**config.mk**
```make
export PLATFORM = sky130hd
export DESIGN_NAME = uart_echo_fifo
export DESIGN_NICKNAME = d
export VERILOG_FILES = /design/src/rtl/uart_echo_fifo.sv
export SDC_FILE = /design/constraint.sdc
export NUM_CORES = 1
export LEC_CHECK = 0
export BUFFER_PORTS_ARGS = -buffer_cell sky130_fd_sc_hd__buf_2
export CAP_MARGIN = 15
export CORE_ASPECT_RATIO = 0.9
export CORE_MARGIN = 5
export CORE_UTILIZATION = 50
export DETAILED_ROUTE_END_ITERATION = 7
export PLACE_DENSITY_LB_ADDON = 0.25
export SLEW_MARGIN = 20
export SYNTH_ARGS = -nofsm -noshare
export SYNTH_HDL_FRONTEND = slang
export SYNTH_SLANG_ARGS = --single-unit
export TNS_END_PERCENT = 30
```
**constraint.sdc**
```tcl
create_clock -name clk_i -period 6.41 [get_ports clk_i]
set_input_delay 0 -clock clk_i [delete_from_list [all_inputs] [get_ports clk_i]]
set_output_delay 0 -clock clk_i [all_outputs]
set_load 0.005 [all_outputs]
```
**src/rtl/uart_echo_fifo.sv**
```systemverilog
// UART receiver feeding a small FIFO that a transmitter drains, echoing each
// good word back out with a configurable frame format and error/occupancy status.
module uart_echo_fifo #(
    parameter int CLKS_PER_BIT = 280,
    parameter int DATA_BITS    = 8,
    parameter int PARITY_MODE  = 0,
    parameter int STOP_BITS    = 1,
    parameter int FIFO_DEPTH   = 4
) (
    input  logic                          clk_i,
    input  logic                          rst_ni,
    input  logic                          rx_i,
    output logic                          tx_o,
    input  logic                          tx_pause_i,
    output logic                          frame_err_o,
    output logic                          parity_err_o,
    output logic                          overflow_o,
    output logic [$clog2(FIFO_DEPTH):0]   fifo_count_o
);
    localparam int CNT_W = $clog2(CLKS_PER_BIT);
    localparam int BIT_W = $clog2(DATA_BITS + 1);
    localparam int PTR_W = $clog2(FIFO_DEPTH);
    localparam logic [CNT_W-1:0] BIT_END   = CNT_W'(CLKS_PER_BIT - 1);
    localparam logic [CNT_W-1:0] HALF_BIT  = CNT_W'(CLKS_PER_BIT / 2);
    localparam logic [BIT_W-1:0] LAST_DATA = BIT_W'(DATA_BITS - 1);
    localparam logic [BIT_W-1:0] LAST_STOP = BIT_W'(STOP_BITS - 1);
    localparam logic [PTR_W:0]   FULL_CNT  = (PTR_W + 1)'(FIFO_DEPTH);
    localparam logic             HAS_PAR   = (PARITY_MODE != 0);
    localparam logic             PAR_ODD   = (PARITY_MODE == 2);

    typedef enum logic [2:0] {
        RX_IDLE, RX_START, RX_DATA, RX_PARITY, RX_STOP, RX_WAIT_HIGH
    } rx_state_e;
    typedef enum logic [2:0] {
        TX_IDLE, TX_START, TX_DATA, TX_PARITY, TX_STOP
    } tx_state_e;

    // ---------------- synchroniser ----------------
    logic rx_meta_q, rx_s_q, rx_prev_q;

    always_ff @(posedge clk_i) begin
        if (!rst_ni) begin
            rx_meta_q <= 1'b1;
            rx_s_q    <= 1'b1;
            rx_prev_q <= 1'b1;
        end else begin
            rx_meta_q <= rx_i;
            rx_s_q    <= rx_meta_q;
            rx_prev_q <= rx_s_q;
        end
    end

    // ---------------- receiver ----------------
    rx_state_e              rx_state_q, rx_state_d;
    logic [CNT_W-1:0]       rx_cnt_q, rx_cnt_d;
    logic [BIT_W-1:0]       rx_bit_q, rx_bit_d;
    logic [DATA_BITS-1:0]   rx_shift_q, rx_shift_d;
    logic                   rx_par_q, rx_par_d;
    logic                   frame_err_q, frame_err_d;
    logic                   parity_err_q, parity_err_d;
    logic                   rx_tick, par_bad, push;

    assign rx_tick = (rx_cnt_q == BIT_END);
    assign par_bad = ((^rx_shift_q) ^ rx_par_q) != PAR_ODD;

    always_comb begin
        rx_state_d   = rx_state_q;
        rx_cnt_d     = rx_cnt_q;
        rx_bit_d     = rx_bit_q;
        rx_shift_d   = rx_shift_q;
        rx_par_d     = rx_par_q;
        frame_err_d  = 1'b0;
        parity_err_d = 1'b0;
        push         = 1'b0;
        case (rx_state_q)
            RX_IDLE: begin
                rx_cnt_d = '0;
                if (rx_prev_q && !rx_s_q) begin
                    rx_state_d = RX_START;
                    rx_bit_d   = '0;
                end
            end
            RX_START: begin
                if (rx_cnt_q == HALF_BIT) begin
                    rx_cnt_d   = '0;
                    rx_state_d = rx_s_q ? RX_IDLE : RX_DATA;
                end else begin
                    rx_cnt_d = rx_cnt_q + CNT_W'(1);
                end
            end
            RX_DATA: begin
                if (rx_tick) begin
                    rx_cnt_d   = '0;
                    rx_shift_d = {rx_s_q, rx_shift_q[DATA_BITS-1:1]};
                    if (rx_bit_q == LAST_DATA) rx_state_d = HAS_PAR ? RX_PARITY : RX_STOP;
                    else                       rx_bit_d   = rx_bit_q + BIT_W'(1);
                end else begin
                    rx_cnt_d = rx_cnt_q + CNT_W'(1);
                end
            end
            RX_PARITY: begin
                if (rx_tick) begin
                    rx_cnt_d   = '0;
                    rx_par_d   = rx_s_q;
                    rx_state_d = RX_STOP;
                end else begin
                    rx_cnt_d = rx_cnt_q + CNT_W'(1);
                end
            end
            RX_STOP: begin
                if (rx_tick) begin
                    rx_cnt_d = '0;
                    // A low stop bit outranks a parity mismatch.
                    if (!rx_s_q) begin
                        frame_err_d = 1'b1;
                        rx_state_d  = RX_WAIT_HIGH;
                    end else if (HAS_PAR && par_bad) begin
                        parity_err_d = 1'b1;
                        rx_state_d   = RX_IDLE;
                    end else begin
                        push       = 1'b1;
                        rx_state_d = RX_IDLE;
                    end
                end else begin
                    rx_cnt_d = rx_cnt_q + CNT_W'(1);
                end
            end
            RX_WAIT_HIGH: begin
                rx_cnt_d = '0;
                if (rx_s_q) rx_state_d = RX_IDLE;
            end
            default: rx_state_d = RX_IDLE;
        endcase
    end

    always_ff @(posedge clk_i) begin
        if (!rst_ni) begin
            rx_state_q   <= RX_IDLE;
            rx_cnt_q     <= '0;
            rx_bit_q     <= '0;
            rx_shift_q   <= '0;
            rx_par_q     <= 1'b0;
            frame_err_q  <= 1'b0;
            parity_err_q <= 1'b0;
        end else begin
            rx_state_q   <= rx_state_d;
            rx_cnt_q     <= rx_cnt_d;
            rx_bit_q     <= rx_bit_d;
            rx_shift_q   <= rx_shift_d;
            rx_par_q     <= rx_par_d;
            frame_err_q  <= frame_err_d;
            parity_err_q <= parity_err_d;
        end
    end

    // ---------------- FIFO ----------------
    logic [DATA_BITS-1:0] mem_q [FIFO_DEPTH];
    logic [PTR_W-1:0]     wr_ptr_q, rd_ptr_q;
    logic [PTR_W:0]       count_q, count_d;
    logic                 overflow_q, overflow_d;
    logic                 pop, full, push_acc;
    logic [DATA_BITS-1:0] rd_data;

    // A pop on the same edge frees a slot, so a push into a full FIFO still lands.
    assign full       = (count_q == FULL_CNT);
    assign push_acc   = push && (!full || pop);
    assign overflow_d = push && full && !pop;
    assign count_d    = count_q + (PTR_W + 1)'(push_acc) - (PTR_W + 1)'(pop);
    assign rd_data    = mem_q[rd_ptr_q];

    always_ff @(posedge clk_i) begin
        if (push_acc) mem_q[wr_ptr_q] <= rx_shift_q;
    end

    always_ff @(posedge clk_i) begin
        if (!rst_ni) begin
            wr_ptr_q   <= '0;
            rd_ptr_q   <= '0;
            count_q    <= '0;
            overflow_q <= 1'b0;
        end else begin
            if (push_acc) wr_ptr_q <= wr_ptr_q + PTR_W'(1);
            if (pop)      rd_ptr_q <= rd_ptr_q + PTR_W'(1);
            count_q    <= count_d;
            overflow_q <= overflow_d;
        end
    end

    // ---------------- transmitter ----------------
    tx_state_e            tx_state_q, tx_state_d;
    logic [CNT_W-1:0]     tx_cnt_q, tx_cnt_d;
    logic [BIT_W-1:0]     tx_bit_q, tx_bit_d;
    logic [DATA_BITS-1:0] tx_shift_q, tx_shift_d;
    logic                 tx_par_q, tx_par_d;
    logic                 tx_q, tx_d;
    logic                 tx_tick;

    assign tx_tick = (tx_cnt_q == BIT_END);

    // tx_d is the level of the current state's bit; the register lags it by one
    // edge, which gives the one-cycle gap between the pop and the start bit.
    always_comb begin
        tx_state_d = tx_state_q;
        tx_cnt_d   = tx_cnt_q;
        tx_bit_d   = tx_bit_q;
        tx_shift_d = tx_shift_q;
        tx_par_d   = tx_par_q;
        tx_d       = 1'b1;
        pop        = 1'b0;
        case (tx_state_q)
            TX_IDLE: begin
                tx_cnt_d = '0;
                tx_bit_d = '0;
                if (count_q != '0 && !tx_pause_i) begin
                    pop        = 1'b1;
                    tx_shift_d = rd_data;
                    tx_par_d   = (^rd_data) ^ PAR_ODD;
                    tx_state_d = TX_START;
                end
            end
            TX_START: begin
                tx_d = 1'b0;
                if (tx_tick) begin
                    tx_cnt_d   = '0;
                    tx_state_d = TX_DATA;
                end else begin
                    tx_cnt_d = tx_cnt_q + CNT_W'(1);
                end
            end
            TX_DATA: begin
                tx_d = tx_shift_q[0];
                if (tx_tick) begin
                    tx_cnt_d   = '0;
                    tx_shift_d = {1'b0, tx_shift_q[DATA_BITS-1:1]};
                    if (tx_bit_q == LAST_DATA) begin
                        tx_bit_d   = '0;
                        tx_state_d = HAS_PAR ? TX_PARITY : TX_STOP;
                    end else begin
                        tx_bit_d = tx_bit_q + BIT_W'(1);
                    end
                end else begin
                    tx_cnt_d = tx_cnt_q + CNT_W'(1);
                end
            end
            TX_PARITY: begin
                tx_d = tx_par_q;
                if (tx_tick) begin
                    tx_cnt_d   = '0;
                    tx_state_d = TX_STOP;
                end else begin
                    tx_cnt_d = tx_cnt_q + CNT_W'(1);
                end
            end
            TX_STOP: begin
                if (tx_tick) begin
                    tx_cnt_d = '0;
                    if (tx_bit_q == LAST_STOP) begin
                        tx_bit_d   = '0;
                        tx_state_d = TX_IDLE;
                    end else begin
                        tx_bit_d = tx_bit_q + BIT_W'(1);
                    end
                end else begin
                    tx_cnt_d = tx_cnt_q + CNT_W'(1);
                end
            end
            default: tx_state_d = TX_IDLE;
        endcase
    end

    always_ff @(posedge clk_i) begin
        if (!rst_ni) begin
            tx_state_q <= TX_IDLE;
            tx_cnt_q   <= '0;
            tx_bit_q   <= '0;
            tx_shift_q <= '0;
            tx_par_q   <= 1'b0;
            tx_q       <= 1'b1;
        end else begin
            tx_state_q <= tx_state_d;
            tx_cnt_q   <= tx_cnt_d;
            tx_bit_q   <= tx_bit_d;
            tx_shift_q <= tx_shift_d;
            tx_par_q   <= tx_par_d;
            tx_q       <= tx_d;
        end
    end

    assign tx_o         = tx_q;
    assign frame_err_o  = frame_err_q;
    assign parity_err_o = parity_err_q;
    assign overflow_o   = overflow_q;
    assign fifo_count_o = count_q;
endmodule

```
* Yosys cells after proc, flatten, opt, wreduce, memory -nomap -nowiden
Memory sizes are Yosys's and may differ from the RTL's. A register that Yosys moved wholly into a read port is not among the register bits.
Cells that the tools add are included.
** Operators by class
- Add/sub/neg operators :: 8
- Eq/ne operators :: 30
- Multiplexer cells :: 46
- Reduce and logical (&&, ||, !) cells :: 31
** Operator list (count)
- 3-bit 2-to-1 mux :: 15
- 2-bit != test (second input constant) :: 15
- 4-bit 2-to-1 mux :: 7
- 9-bit 2-to-1 mux :: 3
- 9-bit case mux with 3 select lines :: 1
- 9-bit by 1-bit adder with 9-bit output (second input constant) :: 2
- 9-bit equality test (second input constant) :: 2
- 3-bit case mux with 6 select lines :: 1
- 9-bit case mux with 2 select lines :: 1
- 8-bit 2-to-1 mux :: 2
- 8-bit case mux with 2 select lines :: 1
- 3-bit case mux with 5 select lines :: 1
- 7-bit AND reduction :: 2
- 3-bit by 2-bit equality test with 1-bit output (second input constant) :: 4
- 3-bit equality test (second input constant) :: 4
- 4-bit case mux with 3 select lines :: 1
- 9-bit by 8-bit equality test with 1-bit output (second input constant) :: 1
- 3-bit AND reduction :: 3
- 3-bit nonzero test :: 3
- 4-bit by 1-bit adder with 4-bit output (second input constant) :: 2
- 4-bit by 3-bit equality test with 1-bit output (second input constant) :: 2
- 1-bit 2-to-1 mux :: 8
- 4-bit case mux with 2 select lines :: 1
- 8-bit parity :: 1
- 17 further kinds :: 32
** Word-level totals
- Flip-flop bits (word level) :: 62
- Bits in writable memories :: 32
- Bits of input ports :: 4
- Output and inout port bits :: 7
- Logic and storage cells :: 134
- Memories :: 1
** Memories
- mem_q :: words 4, bits a word 8, rd ports 1, clocked after memory_dff 1, write ports 1, RTL line 157 : logic [DATA_BITS-1:0] mem_q [FIFO_DEPTH];

* Longest topological paths before layout
Gate-level depths: netlist (run 1).
- Depth in word-level cells :: 8
- Depth in mapped cells :: 13

* Worst setup path before layout (run 1)
No wires, ideal clock.
- Path kind :: reg2reg
- From :: register rx_cnt_q[0]
- To :: register count_q[2] (netlist: fifo_count_o[2])
- Library setup time :: 0.115 ns
- Data arrival time :: 2.487 ns
- Data required time :: 6.295 ns
- Setup slack :: 3.808 ns
- Cell stages (with the launch flop) :: 14
- Cell sequence :: dfxtp_1 -> ha_1 -> nor2b_1 -> nand4_2 -> nor2_2 -> inv_1 -> ha_1 -> inv_1 -> ha_1 -> inv_1 -> fa_1 -> xnor2_1 -> xnor2_1 -> and2_1
** Between the ends
- Word-level cells in the longest chain between the ends :: 6
** RTL lines
- start: declaration :: RTL line 55 : logic [CNT_W-1:0] rx_cnt_q, rx_cnt_d;
- start signal: assignment :: RTL line 147 : rx_cnt_q <= rx_cnt_d;
- 9-bit equality test :: RTL line 63 : assign rx_tick = (rx_cnt_q == BIT_END);
- 1-bit 2-to-1 mux :: RTL line 111 : if (rx_tick) begin
- 1-bit 2-to-1 mux :: RTL line 75 : case (rx_state_q)
- 1-bit logical AND :: RTL line 166 : assign push_acc = push && (!full || pop);
- 3-bit by 1-bit adder with 3-bit output :: RTL line 168 : assign count_d = count_q + (PTR_W + 1)'(push_acc) - (PTR_W + 1)'(pop);
- 3-bit by 1-bit subtractor with 3-bit output :: RTL line 168
- end signal: assignment :: RTL line 184 : count_q <= count_d;
- end: declaration :: RTL line 159 : logic [PTR_W:0] count_q, count_d;
Every way passes these cells.
A chain may end at the register's enable or synchronous reset.

* Worst setup path after layout (run 1)
- From :: register tx_state_q[0]
- To :: register count_q[2] (netlist: fifo_count_o[2])
** Between the ends
- Word-level cells in the longest chain between the ends :: 6
** RTL lines
- start: declaration :: RTL line 190 : tx_state_e tx_state_q, tx_state_d;
- start signal: assignment :: RTL line 280 : tx_state_q <= tx_state_d;
- 3-bit logical NOT * :: RTL line 210 : case (tx_state_q)
- 1-bit 2-to-1 mux * :: RTL line 210
- 1-bit logical OR :: RTL line 166
- 1-bit logical AND :: RTL line 166
- 3-bit by 1-bit adder with 3-bit output :: RTL line 168
- 3-bit by 1-bit subtractor with 3-bit output * :: RTL line 168
Every way passes the cells marked *; elsewhere a longest branch is shown, timed or not.

==> flow_metrics.env, run 1 <==
export IMPL_die_y_um=99.7
export IMPL_synth_cells=401
export IMPL_avgRoutedWirePerCell_um=13.9
export IMPL_setup_worst_path_start_class="flip-flop"
export IMPL_final_layout_size_suffix_gt1_share_pct=11.8
export IMPL_max_slew_margin_pct=29.1
export IMPL_status="completed"
export IMPL_hold_class="input pin to flip-flop"
export IMPL_vias=2791
export IMPL_finalInstanceArea_sq_um=4760
export IMPL_rsz0062_at_grt="no"
export IMPL_dpl_hpwl_mm=4.96
export IMPL_hold_viol_final=0
export IMPL_synth_edf_count=32
export IMPL_cts_buffer_depth=2
export IMPL_path_class="flip-flop to flip-flop"
export IMPL_antenna_left=0
export IMPL_multi_input_area_sq_um=2080
export IMPL_hold_buffers=1
export IMPL_synth_cell_types=62
export IMPL_viasPerCell=5.32
export IMPL_regArea_sq_um=2240
export IMPL_synth_simple_area_share_pct=18.3
export IMPL_yosys_mux_area_fraction_pct=8.06
export IMPL_grt_max_degree=52
export IMPL_ys_warn_count=0
export IMPL_drtIter0Drc=174
export IMPL_synth_cell_area_sq_um=4470
export IMPL_htree_levels=3
export IMPL_place_area_sq_um=4560
export IMPL_drt_first_pass_iters=5
export IMPL_async_reset_ff_share_pct=0
export IMPL_syn_to_final_growth_pct=6.52
export IMPL_grt_ovfl_total=0
export IMPL_cts_num_sinks=96
export IMPL_clkLatencyLatePin_ns=0.36
export IMPL_synthFlopType="dfxtp_1"
export IMPL_clock_skew_ns=0.0113
export IMPL_dieWidth_um=110
export IMPL_setup_violations_final=0
export IMPL_start_util_pct=51.7
export IMPL_tightest_slew_ns=1.06
export IMPL_drv_slew=0
export IMPL_cts_made_buffers=9
export IMPL_cts_tree="built"
export IMPL_grt_first_pass_wirelength_mm=12.7
export IMPL_instances_no_fill=525
export IMPL_syn_num_nets=418
export IMPL_grt_usage_pct=14.5
export IMPL_irDropWorstVdd_v=0.000108
export IMPL_num_io_pins=11
export IMPL_final_fill_count=782
export IMPL_row_count=32
export IMPL_maxCapViolCount=0
export IMPL_drc=0
export IMPL_finalCritPeriodShare_pct=45.7
export IMPL_cp_end_kind="flip-flop"
export IMPL_routabilityCongestion=0.823
export IMPL_postCtsSetupBuffers=0
export IMPL_cts_resized_gates=0
export IMPL_clockRootBuffer="clkbuf_8"
export IMPL_path_max_fanout=15
export IMPL_antenna_cells=0
export IMPL_synth_area_per_cell_sq_um=11.1
export IMPL_synth_top_family_by_area="simple AND/OR/NAND/NOR gates"
export IMPL_power_leakage_nw=1.67
export IMPL_synth_fa_ha_area_share_pct=3.81
export IMPL_setup_tns_ns=0
export IMPL_grt_pass1_vias=2749
export IMPL_post_route_util_pct=55.0
export IMPL_place_inst=508
export IMPL_core_area_sq_um=8650
export IMPL_power_density_nw_per_um2=216
export IMPL_yosys_register_bits=96
export IMPL_arrival_ns=3.18
export IMPL_routed_wl_mm=7.28
export IMPL_max_freq_mhz=341
export IMPL_synth_compound_area_share_pct=11.5
export IMPL_portBuffers=9
export IMPL_yosysSeqAreaShare_pct=50.2
export IMPL_final_nets=418
export IMPL_finalCriticalPeriod_ns=2.93
export IMPL_synthXorXnorAreaFrac_pct=4.70
export IMPL_clkTransAtPathRegs_ns=0.10
export IMPL_cp_required_ns=6.66
export IMPL_antenna_found_initial=0
export IMPL_die_area_sq_um=10900
synthesized netlist by cell type, drive strengths merged (9+ instances only):
| cell | count | area [sq um] |
|---|---|---|
| dfxtp | 64 | 1280 |
| edfxtp | 32 | 961 |
| nand2 | 32 | 120 |
| nor2 | 22 | 87.6 |
| nor2b | 20 | 125 |
| mux2i | 18 | 180 |
| xnor2 | 18 | 158 |
| and2 | 13 | 81.3 |
| buf | 12 | 71.3 |
| ha | 12 | 150 |
| inv | 12 | 45.0 |
| o21ai | 12 | 60.1 |
| nand3 | 10 | 50.1 |
| clkbuf | 9 | 35.0 |
| nor3 | 9 | 45.0 |
cell type report:
type | count | area share (%)
inverter | 12 | 0.946
tap | 119 | 3.13
multi-input combinational | 272 | 43.7
sequential | 96 | 47.1
clock buffer | 9 | 2.60
timing repair buffer | 10 | 1.16
clock inverter | 7 | 1.37
cells by family after synthesis:
group	count (synthesis)
buf+inv	33
xor+xnor	24
fa+ha+maj	13
compound gates	66
mux	26
simple gates	142
flops	96
other cells	1
critical path: stages (launching register included):
cell and delay, ns:
dfxtp_1 0.48, nor4_2 0.47, o2111ai_1 0.22, nor2_2 0.26, inv_1 0.07, ha_1 0.29
inv_1 0.06, ha_1 0.14, inv_1 0.05, fa_1 0.37, xnor2_1 0.15, xnor2_1 0.12
and2_1 0.15
path summary, 6_finish.rpt:
path | startpoint | end | slack, ns | depth (start not counted)
hold reg to reg | rx_meta_q | rx_s_q | 0.43 | 1
setup reg to reg | tx_state_q[0] | fifo_count_o[2] | 3.48 | 12
hold / removal | tx_pause_i | tx_par_q | 0.15 | 4
setup / recovery | tx_state_q[0] | fifo_count_o[2] | 3.48 | 12
per-layer routing:
layer	up-vias	part of all wire, %	GRT usage (%)
met4	0	0.65	3.74
met1	1319	50	19.5
met3	4	2.5	4.15
li1	1439	-	-
met2	29	47	22.9
met5	-	0	0
placed cells by master (no fill, tap or decap), drive strengths merged, types with 8 or more instances in the layout:
master / netlist / routed
a21boi: 8 / 8
a21oi: 8 / 8
and2: 13 / 13
buf: 12 / 9
clkbuf: 9 / 9
dfxtp: 64 / 64
edfxtp: 32 / 32
ha: 12 / 12
inv: 12 / 15
mux2i: 18 / 18
mux4: 8 / 8
nand2: 32 / 32
nand3: 10 / 10
nor2: 22 / 22
nor2b: 20 / 20
nor3: 9 / 9
o211a: 8 / 8
o21ai: 12 / 12
xnor2: 18 / 18
metrics by stage:
stage                     setup WS, ns  hold slack [ns]  total power [mW]
after detailed placement          3.50            0.190             0.672
after CTS                         3.47            0.128              1.04
after global placement            3.58            0.186             0.671
final                             3.48            0.146              1.03
after floorplan                   3.81           0.0957             0.667
after global routing              3.19            0.184              1.08
flip-flops by register name (all words and copies together) (netlist names), 2 cells and up, named ones only:
| signal | flops |
|---|---|
| mem_q | 32 |
| rx_cnt_q | 9 |
| tx_cnt_q | 9 |
| rx_shift_q | 8 |
| tx_shift_q | 8 |
| rx_bit_q | 4 |
| tx_bit_q | 4 |
| fifo_count_o | 3 |
| rx_state_q | 3 |
| tx_state_q | 3 |
| rd_ptr_q | 2 |
| wr_ptr_q | 2 |
power breakdown:
part | total [mW] | internal, mW | switching (mW)
registers | 0.631 | 0.627 | 0.00461
clock network | 0.371 | 0.149 | 0.222
logic | 0.0267 | 0.0118 | 0.0149
Note: power is estimated with default switching activity, not from simulation.
==> run 2, diff against run 1 <==
==> constraint.sdc (replaced) <==
create_clock -name clk_i -period 3.05 [get_ports clk_i]
set_input_delay 0 -clock clk_i [delete_from_list [all_inputs] [get_ports clk_i]]
set_output_delay 0 -clock clk_i [all_outputs]
set_load 0.005 [all_outputs]
==> flow_metrics.env, run 2 (synthesized netlist as in run 1, its figures left out) <==
export IMPL_drc=0
export IMPL_largest_reg_flops=32
export IMPL_power_density_nw_per_um2=444
export IMPL_critPathTopFamily="adder cells"
export IMPL_place_inst=517
export IMPL_path_cells="nor4_2, o2111ai_1, nor2_2, inv_1, ha_1, inv_1, ha_1, inv_1, fa_1, xnor2_1, xnor2_1, and2_1"
export IMPL_status="completed"
export IMPL_internal_power_mw=1.67
export IMPL_tightest_slew_ns=0.674
export IMPL_avgRoutedWirePerCell_um=14.0
export IMPL_power_leakage_nw=1.71
export IMPL_antenna_left=0
export IMPL_grt_ovfl_total=0
export IMPL_dieWidth_um=110
export IMPL_finalCritPeriodShare_pct=88.9
export IMPL_setup_tns_ns=0
export IMPL_critPathBufInv=3
export IMPL_slowest_delay_ns=0.41
export IMPL_cts_buffer_depth=2
export IMPL_max_freq_mhz=369
export IMPL_drv_slew=0
export IMPL_grt_pass1_vias=2810
export IMPL_rsz0062_at_grt="no"
export IMPL_cts_tree="built"
export IMPL_clkLatencyLatePin_ns=0.35
export IMPL_syn_to_final_growth_pct=7.92
export IMPL_clkTransAtPathRegs_ns=0.09
export IMPL_clkPwrFrac_pct=35.3
export IMPL_cp_required_ns=3.29
export IMPL_top_register="mem_q"
export IMPL_cts_made_buffers=9
export IMPL_clock_skew_ns=0.00945
export IMPL_viasPerCell=5.30
export IMPL_cts_num_sinks=96
export IMPL_vias=2829
export IMPL_final_nets=427
export IMPL_hold_viol_final=0
export IMPL_core_area_sq_um=8650
export IMPL_maxCapViolCount=0
export IMPL_drt_first_pass_iters=4
export IMPL_routed_wl_mm=7.48
export IMPL_grt_first_pass_wirelength_mm=13.2
export IMPL_num_io_pins=11
export IMPL_arrival_ns=2.95
export IMPL_seqPwrFrac_pct=61.9
export IMPL_portBuffers=9
export IMPL_postCtsSetupBuffers=0
export IMPL_antenna_found_initial=0
export IMPL_routabilityCongestion=0.753
export IMPL_grt_max_degree=41
export IMPL_htree_levels=3
export IMPL_final_layout_size_suffix_gt1_share_pct=13.7
export IMPL_drtIter0Drc=156
export IMPL_setup_violations_final=0
export IMPL_mostFrequentLayoutCell="dfxtp_1"
export IMPL_path_class="flip-flop to flip-flop"
export IMPL_grt_usage_pct=15.0
export IMPL_instances_no_fill=534
export IMPL_p_comb_share_pct=2.8
export IMPL_crit_top_cell="inv_1"
export IMPL_largestRegisters="mem_q: 32 flops, rx_cnt_q: 9 flops, tx_cnt_q: 9 flops"
export IMPL_finalCriticalPeriod_ns=2.71
export IMPL_path_max_fanout=7
export IMPL_die_y_um=99.7
export IMPL_swShare_pct=22.1
export IMPL_power_switching_mw=0.473
export IMPL_row_count=32
export IMPL_die_area_sq_um=10900
export IMPL_worst_path_max_delay_cell="nor4_2"
export IMPL_irDropWorstVdd_v=0.000261
export IMPL_max_slew_margin_pct=55.0
export IMPL_hold_class="input pin to flip-flop"
export IMPL_clockRootBuffer="clkbuf_8"
export IMPL_setup_worst_path_start_class="flip-flop"
export IMPL_dpl_hpwl_mm=5.08
export IMPL_start_util_pct=51.7
export IMPL_final_cell_mix="dfxtp_1, nand2_1, edfxtp_1, nor2b_1, nor2_1"
export IMPL_cp_end_kind="flip-flop"
export IMPL_antenna_cells=0
[run 2: cell types whose count changed in the layout (fill, tap and decap cells not counted), sizes merged]
cell and change:
clkbuf +2, buf +9, clkinv -1, inv -1
[run 2: per-stage QoR]
step | area, sq um | power, mW | setup WS [ns] | hold WS (ns) | utilization (%)
global placement | 4630 | 1.41 | 0.437 | 0.181 | 53.5
finish | 4820 | 2.14 | 0.337 | 0.146 | 55.8
detailed placement | 4630 | 1.41 | 0.332 | 0.188 | 53.5
global route | 4820 | 2.25 | 0.0244 | 0.166 | 55.8
CTS | 4820 | 2.18 | 0.298 | 0.131 | 55.7
floorplan | 4470 | 1.40 | 0.448 | 0.0957 | -
[run 2: worst paths after layout]
check	start	endpoint	slack, ns	depth (start not counted)
max	tx_state_q[0]	fifo_count_o[2]	0.34	12
min	rst_ni	rx_meta_q	0.15	2
max reg2reg	tx_state_q[0]	fifo_count_o[2]	0.34	12
min reg2reg	rx_meta_q	rx_s_q	0.45	1
[run 2: layout make-up]
cell class                 instances  area, sq um
clock inverter                     5         40.0
inverter                          12         45.0
fill                             780         3830
timing repair buffer              19          123
sequential                        96         2240
multi-input combinational        272         2080
tap                              119          149
clock buffer                      11          141
[run 2: power groups by stage]
stage	logic, mW	clock network, mW	registers [mW]
2_1_floorplan	0.0519	0	1.35
3_3_place_gp	0.0567	0	1.36
3_5_place_dp	0.0576	0	1.36
6_report	0.0592	0.757	1.33
5_1_grt	0.0659	0.854	1.33
4_1_cts	0.0590	0.791	1.33
[run 2: what timing repair did]
item | in CTS | in global routing
setup endpoints to repair | 0 | 1
endpoints found under the hold margin | 1 | 0
hold buffers | 1 | 0
gates resized for setup | 0 | 1
[run 2: layer usage]
metal,up-vias,track usage (%),part of all wire (%)
met5,-,0,0
met4,0,4.51,1.1
met3,7,3.50,2.3
met2,18,24.2,47
met1,1358,20.1,49
li1,1446,-,-
==> run 3, diff against run 2 <==
--- a/config.mk
+++ b/config.mk
@@ -7,9 +7,12 @@
 export LEC_CHECK = 0
 export BUFFER_PORTS_ARGS = -buffer_cell sky130_fd_sc_hd__buf_2
 export CAP_MARGIN = 15
+export CELL_PAD_IN_SITES_DETAIL_PLACEMENT = 1
+export CELL_PAD_IN_SITES_GLOBAL_PLACEMENT = 1
 export CORE_ASPECT_RATIO = 0.9
 export CORE_MARGIN = 5
 export CORE_UTILIZATION = 50
+export CTS_BUF_LIST = sky130_fd_sc_hd__clkbuf_16
 export DETAILED_ROUTE_END_ITERATION = 7
 export PLACE_DENSITY_LB_ADDON = 0.25
 export SLEW_MARGIN = 20
==> flow_metrics.env, run 3 (synthesized netlist as in run 1, its figures left out) <==
export IMPL_die_y_um=99.7
export IMPL_antenna_cells=0
export IMPL_clkTransAtPathRegs_ns=0.07
export IMPL_power_density_nw_per_um2=534
export IMPL_mostFrequentLayoutCell="dfxtp_1"
export IMPL_grt_max_degree=52
export IMPL_path_class="flip-flop to flip-flop"
export IMPL_vias=2957
export IMPL_portBuffers=9
export IMPL_clock_skew_ns=0.00733
export IMPL_start_util_pct=51.7
export IMPL_max_freq_mhz=352
export IMPL_drt_first_pass_iters=4
export IMPL_cp_required_ns=3.28
export IMPL_postCtsSetupBuffers=0
export IMPL_largestRegisters="mem_q: 32 flops, rx_cnt_q: 9 flops, tx_cnt_q: 9 flops"
export IMPL_final_nets=425
export IMPL_rsz0062_at_grt="no"
export IMPL_final_cell_mix="dfxtp_1, nand2_1, edfxtp_1, nor2b_1, nor2_1"
export IMPL_arrival_ns=3.08
export IMPL_place_inst=515
export IMPL_dieWidth_um=110
export IMPL_setup_violations_final=0
export IMPL_antenna_found_initial=0
export IMPL_max_slew_margin_pct=44.3
export IMPL_cts_num_sinks=96
export IMPL_grt_usage_pct=18.8
export IMPL_cp_end_kind="flip-flop"
export IMPL_finalCritPeriodShare_pct=93.3
export IMPL_maxCapViolCount=0
export IMPL_drv_slew=0
export IMPL_drc=0
export IMPL_num_io_pins=11
export IMPL_viasPerCell=5.56
export IMPL_hold_class="input pin to flip-flop"
export IMPL_dpl_hpwl_mm=6.40
export IMPL_rrSetupSlack_ns=0.21
export IMPL_status="completed"
export IMPL_power_leakage_nw=1.78
export IMPL_core_area_sq_um=8650
export IMPL_setup_worst_path_start_class="flip-flop"
export IMPL_largest_reg_flops=32
export IMPL_routed_wl_mm=9.36
export IMPL_cts_made_buffers=9
export IMPL_grt_pass1_vias=3160
export IMPL_hold_viol_final=0
export IMPL_final_layout_size_suffix_gt1_share_pct=13.6
export IMPL_path_max_fanout=7
export IMPL_routabilityCongestion=0.767
export IMPL_instances_no_fill=532
export IMPL_slowest_delay_ns=0.49
export IMPL_drtIter0Drc=96
export IMPL_htree_levels=3
export IMPL_antenna_left=0
export IMPL_syn_to_final_growth_pct=11.3
export IMPL_grt_first_pass_wirelength_mm=16.1
export IMPL_row_count=32
export IMPL_cts_buffer_depth=2
export IMPL_worst_path_max_delay_cell="or3b_2"
export IMPL_path_cells="or3b_2, o2111ai_1, nor2_4, inv_1, ha_1, inv_1, ha_1, inv_1, fa_1, xnor2_1, xnor2_1, and2_1"
export IMPL_die_area_sq_um=10900
export IMPL_cts_tree="built"
export IMPL_top_register="mem_q"
export IMPL_finalCriticalPeriod_ns=2.84
export IMPL_final_fill_count=943
export IMPL_avgRoutedWirePerCell_um=17.6
export IMPL_irDropWorstVdd_v=0.000222
export IMPL_grt_ovfl_total=0
export IMPL_clockRootBuffer="clkbuf_16"
export IMPL_setup_tns_ns=0
export IMPL_tightest_slew_ns=0.836
export IMPL_clkLatencyLatePin_ns=0.34
export IMPL_crit_top_cell="inv_1"
==> run 3: per-stage QoR <==
step / util [%] / total power, mW / hold WS, ns / instance area, sq um / worst slack [ns]
after floorplan: - / 1.40 / 0.0957 / 4470 / 0.448
after global placement: 53.3 / 1.41 / 0.181 / 4610 / 0.398
after detailed placement: 53.3 / 1.41 / 0.185 / 4610 / 0.217
after CTS: 57.5 / 2.69 / 0.254 / 4970 / 0.122
after global routing: 57.5 / 2.76 / 0.289 / 4970 / 0.0590
final: 57.5 / 2.66 / 0.246 / 4970 / 0.206
==> run 3: cell type report <==
type                    instances  area [sq um]  area share [%]
flip-flops and latches         96          2240            45.1
clock inverters                 6          95.1            1.91
well taps                     119           149            2.99
multi-input cells             272          2080            41.9
clock buffers                  10           250            5.03
repair buffers                 17           108            2.16
inverters                      12          45.0           0.906
==> run 3: worst paths after layout <==
kind	start	endpoint	cells past startpoint
max	fifo_count_o[1]	fifo_count_o[2]	12
min	rst_ni	rx_s_q	2
max reg2reg	fifo_count_o[1]	fifo_count_o[2]	12
min reg2reg	rx_meta_q	rx_s_q	1
==> run 3: report_power, final <==
part           leakage [nW]  switching [mW]  internal, mW
registers             0.813          0.0103          1.32
clock network         0.169           0.490         0.778
logic                 0.800          0.0340        0.0249
==> run 3: metal layers <==
layer / track usage [%] / wire [um] / vias to the layer above
met2: 33.6 / 4960 / 22
met4: 4.89 / 102 / 0
met5: 0 / 0 / -
li1: - / - / 1446
met3: 3.89 / 176 / 10
met1: 23.0 / 4120 / 1479
==> run 3: repair_timing <==
item	4_1_cts	5_1_grt
hold endpoints to repair	1	0
resized for setup	0	1
endpoints found under the setup margin	0	1
hold buffers	1	0
==> run 3: critical path, delay by kind of cell (launching register included) <==
family          cells  cell delay [ns]
compound gates      1             0.33
simple gates        3             0.74
fa+ha+maj           3             0.78
flops               1             0.37
buf+inv             3             0.21
xor+xnor            2             0.31
